==> src/rtl/obstacle_feeder_pkg.sv <==
// -----------------------------------------------------------------------------
// obstacle_pkg
// Shared types and helpers for the procedural obstacle feeder:
//   - default height-code width
//   - Galois LFSR toggle mask and single-step function
//   - gap/pipe FSM state encoding
//   - column record {height, first}
// -----------------------------------------------------------------------------
package obstacle_pkg;

    localparam int          HEIGHT_W_DEF = 2;
    localparam logic [15:0] LFSR_MASK    = 16'hB400;

    typedef enum logic {
        S_GAP  = 1'b0,
        S_PIPE = 1'b1
    } fsm_state_e;

    typedef struct packed {
        logic [HEIGHT_W_DEF-1:0] height;
        logic                    first;
    } column_t;

    // One step of a 16-bit right-shifting Galois LFSR: the mask is applied
    // whenever the bit shifted out of position 0 was set.
    function automatic logic [15:0] lfsr_step(input logic [15:0] s);
        lfsr_step = {1'b0, s[15:1]} ^ (s[0] ? LFSR_MASK : 16'h0000);
    endfunction

endpackage

==> src/rtl/obstacle_feeder_if.sv <==
// -----------------------------------------------------------------------------
// obstacle_feeder_if
// Column stream between the obstacle feeder (master) and the game datapath
// (slave).
//   col_valid  : head column available
//   col_ready  : consumer takes the head column this cycle
//   col_height : head column height, 0 = no pipe
//   col_first  : head column is the first column of a pipe
// -----------------------------------------------------------------------------
interface obstacle_feeder_if #(
    parameter int HEIGHT_W = 2
);
    logic                col_valid;
    logic                col_ready;
    logic [HEIGHT_W-1:0] col_height;
    logic                col_first;

    modport master (output col_valid, output col_height, output col_first,
                    input  col_ready);
    modport slave  (input  col_valid, input  col_height, input  col_first,
                    output col_ready);
endinterface

==> src/rtl/obstacle_feeder_col_fifo.sv <==
// -----------------------------------------------------------------------------
// col_fifo
// Small synchronous FIFO with a registered head.
//   clk, resetn : clock, asynchronous active-low reset
//   clr         : synchronous flush (dominates push/pop)
//   push/wr_data: write one entry (ignored when full unless popping)
//   pop         : drop the head entry (ignored when empty)
//   head        : registered head entry, 0 when empty
//   head_valid  : registered "not empty"
//   full        : occupancy equals DEPTH
// -----------------------------------------------------------------------------
module col_fifo #(
    parameter int WIDTH = 3,
    parameter int DEPTH = 4
) (
    input  logic             clk,
    input  logic             resetn,
    input  logic             clr,
    input  logic             push,
    input  logic [WIDTH-1:0] wr_data,
    input  logic             pop,
    output logic [WIDTH-1:0] head,
    output logic             head_valid,
    output logic             full
);
    localparam int PTR_W = $clog2(DEPTH);
    localparam int CNT_W = PTR_W + 1;

    logic [WIDTH-1:0] mem_q [DEPTH];
    logic [WIDTH-1:0] mem_d [DEPTH];
    logic [PTR_W-1:0] wr_ptr_q, wr_ptr_d;
    logic [PTR_W-1:0] rd_ptr_q, rd_ptr_d;
    logic [CNT_W-1:0] count_q, count_d;
    logic [WIDTH-1:0] head_q, head_d;
    logic             valid_q, valid_d;
    logic             do_push, do_pop;

    assign full    = (count_q == CNT_W'(DEPTH));
    assign do_pop  = pop && (count_q != '0);
    assign do_push = push && (!full || do_pop);

    always_comb begin
        mem_d    = mem_q;
        wr_ptr_d = wr_ptr_q;
        rd_ptr_d = rd_ptr_q;
        count_d  = count_q;
        if (clr) begin
            wr_ptr_d = '0;
            rd_ptr_d = '0;
            count_d  = '0;
        end else begin
            if (do_push) begin
                mem_d[wr_ptr_q] = wr_data;
                wr_ptr_d        = wr_ptr_q + 1'b1;
            end
            if (do_pop) begin
                rd_ptr_d = rd_ptr_q + 1'b1;
            end
            case ({do_push, do_pop})
                2'b10:   count_d = count_q + 1'b1;
                2'b01:   count_d = count_q - 1'b1;
                default: count_d = count_q;
            endcase
        end
        // Head is taken from the post-update storage so a push into an empty
        // FIFO (or a pop that exposes the next entry) lands in the head
        // register at the same edge.
        valid_d = (count_d != '0);
        head_d  = valid_d ? mem_d[rd_ptr_d] : '0;
    end

    always_ff @(posedge clk) begin
        mem_q <= mem_d;
    end

    always_ff @(posedge clk or negedge resetn) begin
        if (!resetn) begin
            wr_ptr_q <= '0;
            rd_ptr_q <= '0;
            count_q  <= '0;
            head_q   <= '0;
            valid_q  <= 1'b0;
        end else begin
            wr_ptr_q <= wr_ptr_d;
            rd_ptr_q <= rd_ptr_d;
            count_q  <= count_d;
            head_q   <= head_d;
            valid_q  <= valid_d;
        end
    end

    assign head       = head_q;
    assign head_valid = valid_q;

endmodule

==> src/rtl/obstacle_feeder.sv <==
// -----------------------------------------------------------------------------
// obstacle_feeder
// Procedural obstacle source: a gap/pipe FSM, stepped by a 16-bit Galois LFSR,
// fills a lookahead FIFO that the game datapath drains one column per scroll
// tick.
//   clk        : system clock
//   resetn     : asynchronous active-low reset
//   start      : synchronous restart (level), same effect as reset
//   col        : column stream (master side of obstacle_feeder_if)
//   pipe_count : pipes popped (first columns only), saturates at 255
// Optional build macro DIFFICULTY_RAMP_EN: the minimum gap shrinks by one per
// 8 pipes popped, floored at 2.
// -----------------------------------------------------------------------------
module obstacle_feeder
    import obstacle_pkg::*;
#(
    parameter logic [15:0] SEED     = 16'hACE1,
    parameter int          HEIGHT_W = HEIGHT_W_DEF,
    parameter int          MIN_GAP  = 4,
    parameter int          GAP_LOG2 = 3,
    parameter int          PIPE_W   = 2,
    parameter int          DEPTH    = 4
) (
    input  logic                      clk,
    input  logic                      resetn,
    input  logic                      start,
    obstacle_feeder_if.master         col,
    output logic [7:0]                pipe_count
);
    localparam logic [15:0] SEED_EFF = (SEED == 16'h0000) ? 16'h0001 : SEED;
    localparam int          RUN_W    = 8;
    localparam int          COL_W    = HEIGHT_W + 1;

    fsm_state_e          state_q, state_d;
    logic [RUN_W-1:0]    run_q, run_d;
    logic [15:0]         lfsr_q, lfsr_d, lfsr_nxt;
    logic [HEIGHT_W-1:0] h_q, h_d;
    logic [7:0]          pipe_count_q, pipe_count_d;
    logic [RUN_W-1:0]    min_gap;
    logic [COL_W-1:0]    push_col, head_col;
    logic                full, head_valid, push, pop;

    // start freezes the stream for the cycle: nothing is popped or pushed.
    assign pop  = head_valid && col.col_ready && !start;
    assign push = (!full || pop) && !start;

`ifdef DIFFICULTY_RAMP_EN
    always_comb begin
        if (RUN_W'(MIN_GAP) >= RUN_W'(pipe_count_q[7:3]) + RUN_W'(2)) begin
            min_gap = RUN_W'(MIN_GAP) - RUN_W'(pipe_count_q[7:3]);
        end else begin
            min_gap = RUN_W'(2);
        end
    end
`else
    assign min_gap = RUN_W'(MIN_GAP);
`endif

    always_comb begin
        lfsr_nxt     = lfsr_step(lfsr_q);
        state_d      = state_q;
        run_d        = run_q;
        lfsr_d       = lfsr_q;
        h_d          = h_q;
        pipe_count_d = pipe_count_q;

        if (state_q == S_GAP) begin
            push_col = '0;
        end else begin
            push_col = {h_q, (run_q == RUN_W'(PIPE_W))};
        end

        // The FSM only moves on a push, and the LFSR only on a draw, so the
        // column sequence depends on SEED alone, not on consumer timing.
        if (push) begin
            run_d = run_q - 1'b1;
            if (run_q == RUN_W'(1)) begin
                lfsr_d = lfsr_nxt;
                if (state_q == S_GAP) begin
                    h_d     = (lfsr_nxt[15 -: HEIGHT_W] == '0) ? HEIGHT_W'(1)
                                                               : lfsr_nxt[15 -: HEIGHT_W];
                    run_d   = RUN_W'(PIPE_W);
                    state_d = S_PIPE;
                end else begin
                    run_d   = min_gap + RUN_W'(lfsr_nxt[GAP_LOG2-1:0]);
                    state_d = S_GAP;
                end
            end
        end

        if (pop && head_col[0] && (pipe_count_q != 8'hFF)) begin
            pipe_count_d = pipe_count_q + 8'd1;
        end

        if (start) begin
            state_d      = S_GAP;
            run_d        = RUN_W'(MIN_GAP);
            lfsr_d       = SEED_EFF;
            h_d          = '0;
            pipe_count_d = '0;
        end
    end

    always_ff @(posedge clk or negedge resetn) begin
        if (!resetn) begin
            state_q      <= S_GAP;
            run_q        <= RUN_W'(MIN_GAP);
            lfsr_q       <= SEED_EFF;
            h_q          <= '0;
            pipe_count_q <= '0;
        end else begin
            state_q      <= state_d;
            run_q        <= run_d;
            lfsr_q       <= lfsr_d;
            h_q          <= h_d;
            pipe_count_q <= pipe_count_d;
        end
    end

    col_fifo #(
        .WIDTH (COL_W),
        .DEPTH (DEPTH)
    ) u_fifo (
        .clk        (clk),
        .resetn     (resetn),
        .clr        (start),
        .push       (push),
        .wr_data    (push_col),
        .pop        (pop),
        .head       (head_col),
        .head_valid (head_valid),
        .full       (full)
    );

    assign col.col_valid  = head_valid;
    assign col.col_height = head_col[COL_W-1:1];
    assign col.col_first  = head_col[0];
    assign pipe_count     = pipe_count_q;

endmodule

==> src/flat_wrapper.sv <==
// flat-port wrapper written by rule: the top's interface ports become plain ports
module obstacle_feeder_flat import obstacle_pkg::*;
#(
    parameter logic [15:0] SEED     = 16'hACE1,
    parameter int          HEIGHT_W = HEIGHT_W_DEF,
    parameter int          MIN_GAP  = 4,
    parameter int          GAP_LOG2 = 3,
    parameter int          PIPE_W   = 2,
    parameter int          DEPTH    = 4
)
  (clk, resetn, start, pipe_count, col_col_valid, col_col_height, col_col_first, col_col_ready);
  obstacle_feeder_if #(.HEIGHT_W(HEIGHT_W)) col_i ();
  input  logic clk;
  input  logic resetn;
  input  logic start;
  output logic [7:0] pipe_count;
  output wire logic [$bits(col_i.col_valid)-1:0] col_col_valid;
  output wire logic [$bits(col_i.col_height)-1:0] col_col_height;
  output wire logic [$bits(col_i.col_first)-1:0] col_col_first;
  input wire logic [$bits(col_i.col_ready)-1:0] col_col_ready;
  assign col_col_valid = col_i.col_valid;
  assign col_col_height = col_i.col_height;
  assign col_col_first = col_i.col_first;
  assign col_i.col_ready = col_col_ready;
  obstacle_feeder #(.SEED(SEED), .HEIGHT_W(HEIGHT_W), .MIN_GAP(MIN_GAP), .GAP_LOG2(GAP_LOG2), .PIPE_W(PIPE_W), .DEPTH(DEPTH)) u_core (.clk(clk), .resetn(resetn), .start(start), .col(col_i), .pipe_count(pipe_count));
endmodule
==> config.mk <==
export PLATFORM = sky130hd
export DESIGN_NAME = obstacle_feeder_flat
export DESIGN_NICKNAME = d
export VERILOG_FILES = /design/src/rtl/obstacle_feeder_pkg.sv /design/src/rtl/obstacle_feeder_if.sv /design/src/rtl/obstacle_feeder_col_fifo.sv /design/src/rtl/obstacle_feeder.sv /design/src/flat_wrapper.sv
export SDC_FILE = /design/constraint.sdc
export NUM_CORES = 1
export LEC_CHECK = 0
export BUFFER_PORTS_ARGS = -buffer_cell sky130_fd_sc_hd__buf_2
export CAP_MARGIN = 20
export CORE_ASPECT_RATIO = 1.75
export CORE_MARGIN = 5
export CORE_UTILIZATION = 55
export DETAILED_ROUTE_END_ITERATION = 8
export PLACE_DENSITY = 0.73
export SLEW_MARGIN = 15
export SYNTH_ARGS = -nofsm -noshare
export SYNTH_HDL_FRONTEND = slang
export SYNTH_SLANG_ARGS = --single-unit
==> constraint.sdc <==
create_clock -name clk -period 5.4 [get_ports clk]
set_input_delay 1.62 -clock clk [delete_from_list [all_inputs] [get_ports clk]]
set_output_delay 1.62 -clock clk [all_outputs]
set_load 0.01 [all_outputs]
==> results of run 1 <==
## power breakdown
part	switching (mW)	internal (mW)
registers	0.0345	0.469
logic	0.100	0.0708
clock network	0.162	0.271
total	0.296	0.810
## cell usage in the layout (no fill, tap or decap), types with 7 or more instances in the layout
cell / n
a21oi_1: 10
a22o_1: 10
buf_2: 15
clkbuf_8: 10
dfrtp_1: 37
dfstp_2: 9
dfxtp_1: 12
ha_1: 11
inv_1: 12
mux2_2: 9
mux2i_1: 10
nand2_1: 19
nand3_1: 9
nor2_1: 29
nor3_1: 8
o211ai_1: 7
xnor2_1: 9
## sequential cells by signal, summed over array words and instances (netlist names)
register and count:
u_core.h_q 2, u_core.u_fifo.head_valid 1, u_core.pipe_count 8, u_core.u_fifo.head 3, u_core.state_q 1, u_core.u_fifo.wr_ptr_q 2
u_core.u_fifo.rd_ptr_q 2, u_core.lfsr_q 16, u_core.u_fifo.count_q 3, u_core.run_q 8, u_core.u_fifo.mem_q 12
## final timing paths
check	startpoint	slack (ns)	depth (start not counted)	endpoint
max	start	1.89	8	u_core.u_fifo.head[2]
min	u_core.u_fifo.mem_q[11]	0.47	1	u_core.u_fifo.mem_q[11]
max reg2reg	u_core.u_fifo.count_q[0]	2.89	9	u_core.u_fifo.head[2]
min reg2reg	u_core.u_fifo.mem_q[11]	0.47	1	u_core.u_fifo.mem_q[11]
max in group asynchronous	resetn	3.69	2	u_core.run_q[2]
min in group asynchronous	resetn	1.16	1	u_core.u_fifo.count_q[0]
## worst reg2reg max path, delay by kind of cell, from the launching register on
kind | cells | cell delay, ns
buffers and inverters | 1 | 0.06
flip-flops | 1 | 0.39
adder cells (fa/ha/maj) | 2 | 0.57
AND/OR/NAND/NOR | 4 | 1.15
AO/OA/AOI/OAI | 2 | 0.27
## per-stage QoR
step	setup slack, ns	hold WS, ns	area, sq um	utilization [%]	power (mW)
after global routing	1.777	0.4838	3168	63.65	1.168
after detailed placement	1.582	0.4597	2929	58.85	0.6807
after CTS	1.906	0.4755	3148	63.25	1.116
after global placement	1.657	0.4544	2929	58.85	0.6759
after floorplan	1.954	0.4422	2834	-	0.6412
final	1.888	0.4734	3168	63.65	1.107
## metal layers
| metal | part of all wire, % | vias to the layer above | track usage, % | wire, microns |
|---|---|---|---|---|
| met5 | 0 | - | 0 | 0 |
| met4 | 2.4 | 0 | 8.151 | 138 |
| met3 | 1.5 | 11 | 2.900 | 87 |
| met2 | 56 | 16 | 31.91 | 3181 |
| met1 | 39 | 976 | 20.67 | 2225 |
| li1 | - | 976 | - | - |
## logic make-up after synthesis
family | share of synthesized area [%]
XOR/XNOR | 4.327
adder cells (fa/ha/maj) | 4.856
AO/OA/AOI/OAI | 15.10
multiplexers | 7.108
flip-flops | 49.49
buffers and inverters | 3.399
AND/OR/NAND/NOR | 15.72
## cell type report
| type | count | area [sq um] | area share [%] |
|---|---|---|---|
| flip-flops and latches | 58 | 1403 | 44.27 |
| multi-input cells | 186 | 1335 | 42.14 |
| clock buffers | 11 | 141.4 | 4.463 |
| repair buffers | 16 | 95.09 | 3.002 |
| clock inverters | 5 | 77.57 | 2.449 |
| well taps | 54 | 67.56 | 2.133 |
| inverters | 13 | 48.80 | 1.540 |
==> impl_metrics.env, run 1 <==
export IMPL_grt_antenna_before_repair=0
export IMPL_netlist_area_sq_mm=0.002834
export IMPL_stdcell_count=343
export IMPL_max_stage_delay_ns=0.52
export IMPL_critPathTopFamily="simple AND/OR/NAND/NOR gates"
export IMPL_tightest_slew_ns=0.6495
export IMPL_max_freq_ghz=0.2847
export IMPL_yosys_warnings=0
export IMPL_clk_latency_ns=0.33
export IMPL_cts_resized=0
export IMPL_outcome="completed"
export IMPL_yosysMostFrequentCell="dfrtp_1"
export IMPL_cp_slowest_cell="or4_1"
export IMPL_ys_seq_area_share_pct=49.49
export IMPL_ir_worst_vdd_v=0.0003087
export IMPL_place_gp_congestion=0.7765
export IMPL_postRouteWirelength_microns=5633
export IMPL_numCtsBuffers=9
export IMPL_dieArea_sq_mm=0.006745
export IMPL_yosysTopAreaCell="dfrtp_1"
export IMPL_timing_final_crit_share_pct=65.04
export IMPL_critPathKind="input pin to flop"
export IMPL_cts_sinks=58
export IMPL_setup_viol=0
export IMPL_grt_pass1_vias=1983
export IMPL_rows=34
export IMPL_async_flop_share_pct=79.31
export IMPL_synth_area_leaders="dfrtp_1 (33%), dfxtp_1 (8.5%), dfstp_2 (8.3%), ha_1 (4.9%), nor2_1 (3.8%)"
export IMPL_die_y_microns=105.0
export IMPL_cp_buffers_inverters=2
export IMPL_cts_tree="yes"
export IMPL_viasPerCell=5.770
export IMPL_grt_pass1_wl_microns=9646
export IMPL_grt_max_degree=47
export IMPL_fin_setup_tns_ns=0
export IMPL_ys_flop_type="dfrtp_1"
export IMPL_post_dp_hpwl_microns=4055
export IMPL_worstPathCellList="buf_2 -> inv_2 -> nand2_1 -> ha_1 -> or4_1 -> o211ai_2 -> and2_1 -> o2bb2ai_1"
export IMPL_io_pins=16
export IMPL_crit_fanout=30
export IMPL_cap_violations=0
export IMPL_period_minus_slack_ns=3.512
export IMPL_coreArea_sq_mm=0.004977
export IMPL_synthCells=265
export IMPL_finalHoldViolCount=0
export IMPL_slew_viol_final=0
export IMPL_port_buffers=15
export IMPL_clock_path_buffers=2
export IMPL_path_clk_slew_ns=0.07
export IMPL_synth_edff_count=0
export IMPL_finalClockSkew_ns=0.007444
export IMPL_drcViolationCount=0
export IMPL_grt_setup_unrepaired="false"
export IMPL_grt_ovfl_total=0
export IMPL_vias=1979
export IMPL_powerDensity_mw_per_mm2=349.4
export IMPL_synth_avg_cell_area_sq_um=10.69
export IMPL_syn_to_final_growth_pct=11.79
export IMPL_cp_start_kind="input pin"
export IMPL_netlist_area_leader_share_pct=32.67
export IMPL_syn_nets=280
export IMPL_synth_common_cells="dfrtp_1 (37), nor2_1 (29), nand2_1 (19)"
export IMPL_dieWidth_microns=64.26
export IMPL_synth_distinct_cells=50
export IMPL_drtAntennaViolNets=0
export IMPL_start_util_pct=56.94
export IMPL_leakagePower_nw=1.434
export IMPL_fillers=396
export IMPL_cp_arrival_ns=3.76
export IMPL_routedWlPerCell_microns=16.42
export IMPL_cts_setup_buffers=0
export IMPL_drt_iter0_drc=75
export IMPL_htreeDepth=3
export IMPL_dpl_cell_count=326
export IMPL_root_buffer="clkbuf_8"
export IMPL_drt_pre_antenna_iters=4
export IMPL_diodes=0
export IMPL_drive_above_1_share_pct=19.72
export IMPL_slew_headroom_pct=56.54
export IMPL_grt_usage_pct=18.05
export IMPL_ys_ff_latch=58
export IMPL_nets=299
export IMPL_cts_hold_buf=0
export IMPL_crit_required_ns=5.64
export IMPL_setup_worst_path_end_class="flop"
export IMPL_worst_hold_path_type="flop to flop"
No activity file was read; power rests on OpenSTA's default activity.
==> run 2, diff against run 1 <==
--- a/config.mk
+++ b/config.mk
@@ -5,13 +5,14 @@
 export SDC_FILE = /design/constraint.sdc
 export NUM_CORES = 1
 export LEC_CHECK = 0
+export ABC_AREA = 1
 export BUFFER_PORTS_ARGS = -buffer_cell sky130_fd_sc_hd__buf_2
 export CAP_MARGIN = 20
 export CORE_ASPECT_RATIO = 1.75
 export CORE_MARGIN = 5
 export CORE_UTILIZATION = 55
 export DETAILED_ROUTE_END_ITERATION = 8
-export PLACE_DENSITY = 0.73
+export PLACE_DENSITY = 0.76
 export SLEW_MARGIN = 15
 export SYNTH_ARGS = -nofsm -noshare
 export SYNTH_HDL_FRONTEND = slang
==> constraint.sdc (replaced) <==
create_clock -name clk -period 2.84 [get_ports clk]
set_input_delay 0.852 -clock clk [delete_from_list [all_inputs] [get_ports clk]]
set_output_delay 0.852 -clock clk [all_outputs]
set_load 0.01 [all_outputs]
==> impl_metrics.env, run 2 <==
export IMPL_power_mw=2.789
export IMPL_synth_edff_count=0
export IMPL_synth_area_leaders="dfrtp_1 (30%), nand2_1 (9.6%), dfxtp_1 (7.7%), dfstp_2 (7.6%), inv_1 (7.4%)"
export IMPL_max_freq_ghz=0.4489
export IMPL_mostFrequentLayoutCells="nand2_1 (80), inv_1 (61), dfrtp_1 (37), nor2_1 (31)"
export IMPL_finalHoldViolCount=0
export IMPL_top_register="u_core.lfsr_q"
export IMPL_crit_required_ns=3.13
export IMPL_grt_antenna_before_repair=0
export IMPL_synth_distinct_cells=39
export IMPL_period_minus_slack_ns=2.228
export IMPL_cp_common_cell="nor2_1"
export IMPL_nets=415
export IMPL_endpoint="u_core.u_fifo.head[1]"
export IMPL_place_gp_congestion=0.8111
export IMPL_syn_nets=391
export IMPL_powerDensity_mw_per_mm2=804.4
export IMPL_critPathKind="input pin to flop"
export IMPL_critPathTopFamily="simple AND/OR/NAND/NOR gates"
export IMPL_worstPathCellList="buf_2 -> inv_2 -> nand3_1 -> nand2_2 -> nand2_8 -> ha_1 -> nor2_1 -> nor3_1 -> inv_1 -> nand3b_2 -> nand2_1 -> nor2_1"
export IMPL_tightest_slew_ns=0.6712
export IMPL_io_pins=16
export IMPL_cts_tree="yes"
export IMPL_ys_seq_area_share_pct=45.06
export IMPL_worst_hold_path_type="flop to flop"
export IMPL_slew_viol_final=0
export IMPL_netlist_area_sq_mm=0.003113
export IMPL_outcome="completed"
export IMPL_final_common_cell="nand2_1"
export IMPL_fillers=496
export IMPL_grt_ovfl_total=0
export IMPL_cp_start_kind="input pin"
export IMPL_async_flop_share_pct=79.31
export IMPL_fin_setup_tns_ns=0
export IMPL_numCtsBuffers=9
export IMPL_cts_setup_buffers=0
export IMPL_max_stage_delay_ns=0.39
export IMPL_largest_reg_flops=16
export IMPL_netlist_area_leader_share_pct=29.74
export IMPL_finalClockSkew_ns=0.01070
export IMPL_timing_final_crit_share_pct=78.44
export IMPL_rows=36
export IMPL_diodes=0
export IMPL_reg2reg_setup_slack_ns=0.68
export IMPL_viasPerCell=5.127
export IMPL_routedWlPerCell_microns=13.30
export IMPL_cts_hold_buf=0
export IMPL_synth_avg_cell_area_sq_um=8.279
export IMPL_vias=2466
export IMPL_crit_start="start"
export IMPL_cts_resized=0
export IMPL_dieWidth_microns=66.87
export IMPL_ys_flop_type="dfrtp_1"
export IMPL_leakagePower_nw=1.713
export IMPL_synth_common_cells="nand2_1 (80), inv_1 (61), dfrtp_1 (37)"
export IMPL_clock_path_buffers=2
export IMPL_cap_violations=0
export IMPL_post_dp_hpwl_microns=4660
export IMPL_yosys_warnings=0
export IMPL_drt_iter0_drc=217
export IMPL_root_buffer="clkbuf_8"
export IMPL_setup_viol=0
export IMPL_grt_pass1_vias=2452
export IMPL_dieArea_sq_mm=0.007324
export IMPL_grt_usage_pct=20.20
export IMPL_clk_latency_ns=0.36
export IMPL_drcViolationCount=0
export IMPL_ir_worst_vdd_v=0.0004301
export IMPL_top_regs="u_core.lfsr_q x16, u_core.u_fifo.mem_q x12"
export IMPL_cp_slowest_cell="ha_1"
export IMPL_grt_pass1_wl_microns=10870
export IMPL_reg2reg_depth=13
export IMPL_worst_path_stages=12
export IMPL_synthCells=376
export IMPL_port_buffers=15
export IMPL_ys_ff_latch=58
export IMPL_htreeDepth=3
export IMPL_syn_to_final_growth_pct=11.37
export IMPL_drtAntennaViolNets=0
export IMPL_yosysMostFrequentCell="nand2_1"
export IMPL_coreArea_sq_mm=0.005540
export IMPL_crit_fanout=7
export IMPL_cp_arrival_ns=2.52
export IMPL_drt_pre_antenna_iters=5
export IMPL_rr_startpoint="u_core.u_fifo.count_q[0]"
export IMPL_final_util_pct=62.58
export IMPL_grt_setup_unrepaired="false"
export IMPL_cts_sinks=58
export IMPL_drive_above_1_share_pct=18.77
export IMPL_grt_max_degree=47
export IMPL_r2r_end="u_core.u_fifo.head[1]"
export IMPL_path_clk_slew_ns=0.07
export IMPL_slew_headroom_pct=55.15
export IMPL_start_util_pct=56.19
export IMPL_cp_buffers_inverters=3
export IMPL_postRouteWirelength_microns=6395
export IMPL_yosysTopAreaCell="dfrtp_1"
export IMPL_die_y_microns=109.5
export IMPL_setup_worst_path_end_class="flop"
[run 2: cell type report]
cell class / count / area [sq um] / share of cell area [%]
clock buffer: 11 / 141.4 / 4.078
sequential: 58 / 1403 / 40.45
timing repair buffer: 21 / 120.1 / 3.464
multi-input combinational: 245 / 1386 / 39.99
clock inverter: 5 / 77.57 / 2.237
inverter: 65 / 244.0 / 7.037
tap: 76 / 95.09 / 2.743
[run 2: metrics by stage]
step                hold slack (ns)  std cells  area, sq um  setup slack [ns]
global route                 0.5077        481         3467            0.4138
global placement             0.4584        465         3248            0.3409
CTS                          0.4775        481         3467            0.6315
floorplan                    0.4430        376         3113            0.5401
finish                       0.4741        481         3467            0.6122
detailed placement           0.4680        465         3248            0.2534
[run 2: worst min path at each step]
| stage | start | end | slack [ns] | cells after the start |
|---|---|---|---|---|
| after detailed placement | u_core.lfsr_q[15] | u_core.lfsr_q[15] | 0.47 | 2 |
| final | u_core.lfsr_q[15] | u_core.lfsr_q[15] | 0.47 | 2 |
| after CTS | u_core.lfsr_q[15] | u_core.lfsr_q[15] | 0.48 | 2 |
| after floorplan | u_core.u_fifo.mem_q[1] | u_core.u_fifo.mem_q[1] | 0.44 | 2 |
| after global placement | u_core.u_fifo.mem_q[11] | u_core.u_fifo.mem_q[11] | 0.46 | 2 |
| after global routing | u_core.u_fifo.mem_q[11] | u_core.u_fifo.mem_q[11] | 0.51 | 2 |
[run 2: cell families after synthesis]
family          Yosys count  share of synthesized area, %
xor+xnor                  6                         1.688
compound gates           68                         13.63
simple gates            160                         24.80
flops                    58                         45.06
fa+ha+maj                11                         4.421
buf+inv                  73                         10.41
[run 2: report_power, final]
| part | switching [mW] | internal [mW] | total [mW] | leakage [nW] |
|---|---|---|---|---|
| clock | 0.340 | 0.514 | 0.854 | 0.109 |
| sequential | 0.124 | 1.04 | 1.17 | 0.690 |
| combinational | 0.483 | 0.287 | 0.770 | 0.914 |
| total | 0.946 | 1.84 | 2.79 | 1.71 |
[run 2: per-layer routing]
metal	vias to the layer above	track usage, %	routed length, microns
li1	1256	-	-
met1	1136	21.26	2476
met2	47	34.94	3366
met3	27	5.215	250
met4	0	12.77	301
met5	-	0	0
[run 2: worst register-to-register path, cell delays in order, from the launching register on]
cell and delay [ns]:
dfrtp_1 0.38, inv_1 0.07, ha_1 0.21, nand2_1 0.07, inv_1 0.07, nand2_2 0.13, nand2_8 0.10, ha_1 0.39
nor2_1 0.07, nor3_1 0.26, inv_1 0.09, nand3b_2 0.12, nand2_1 0.06, nor2_1 0.09
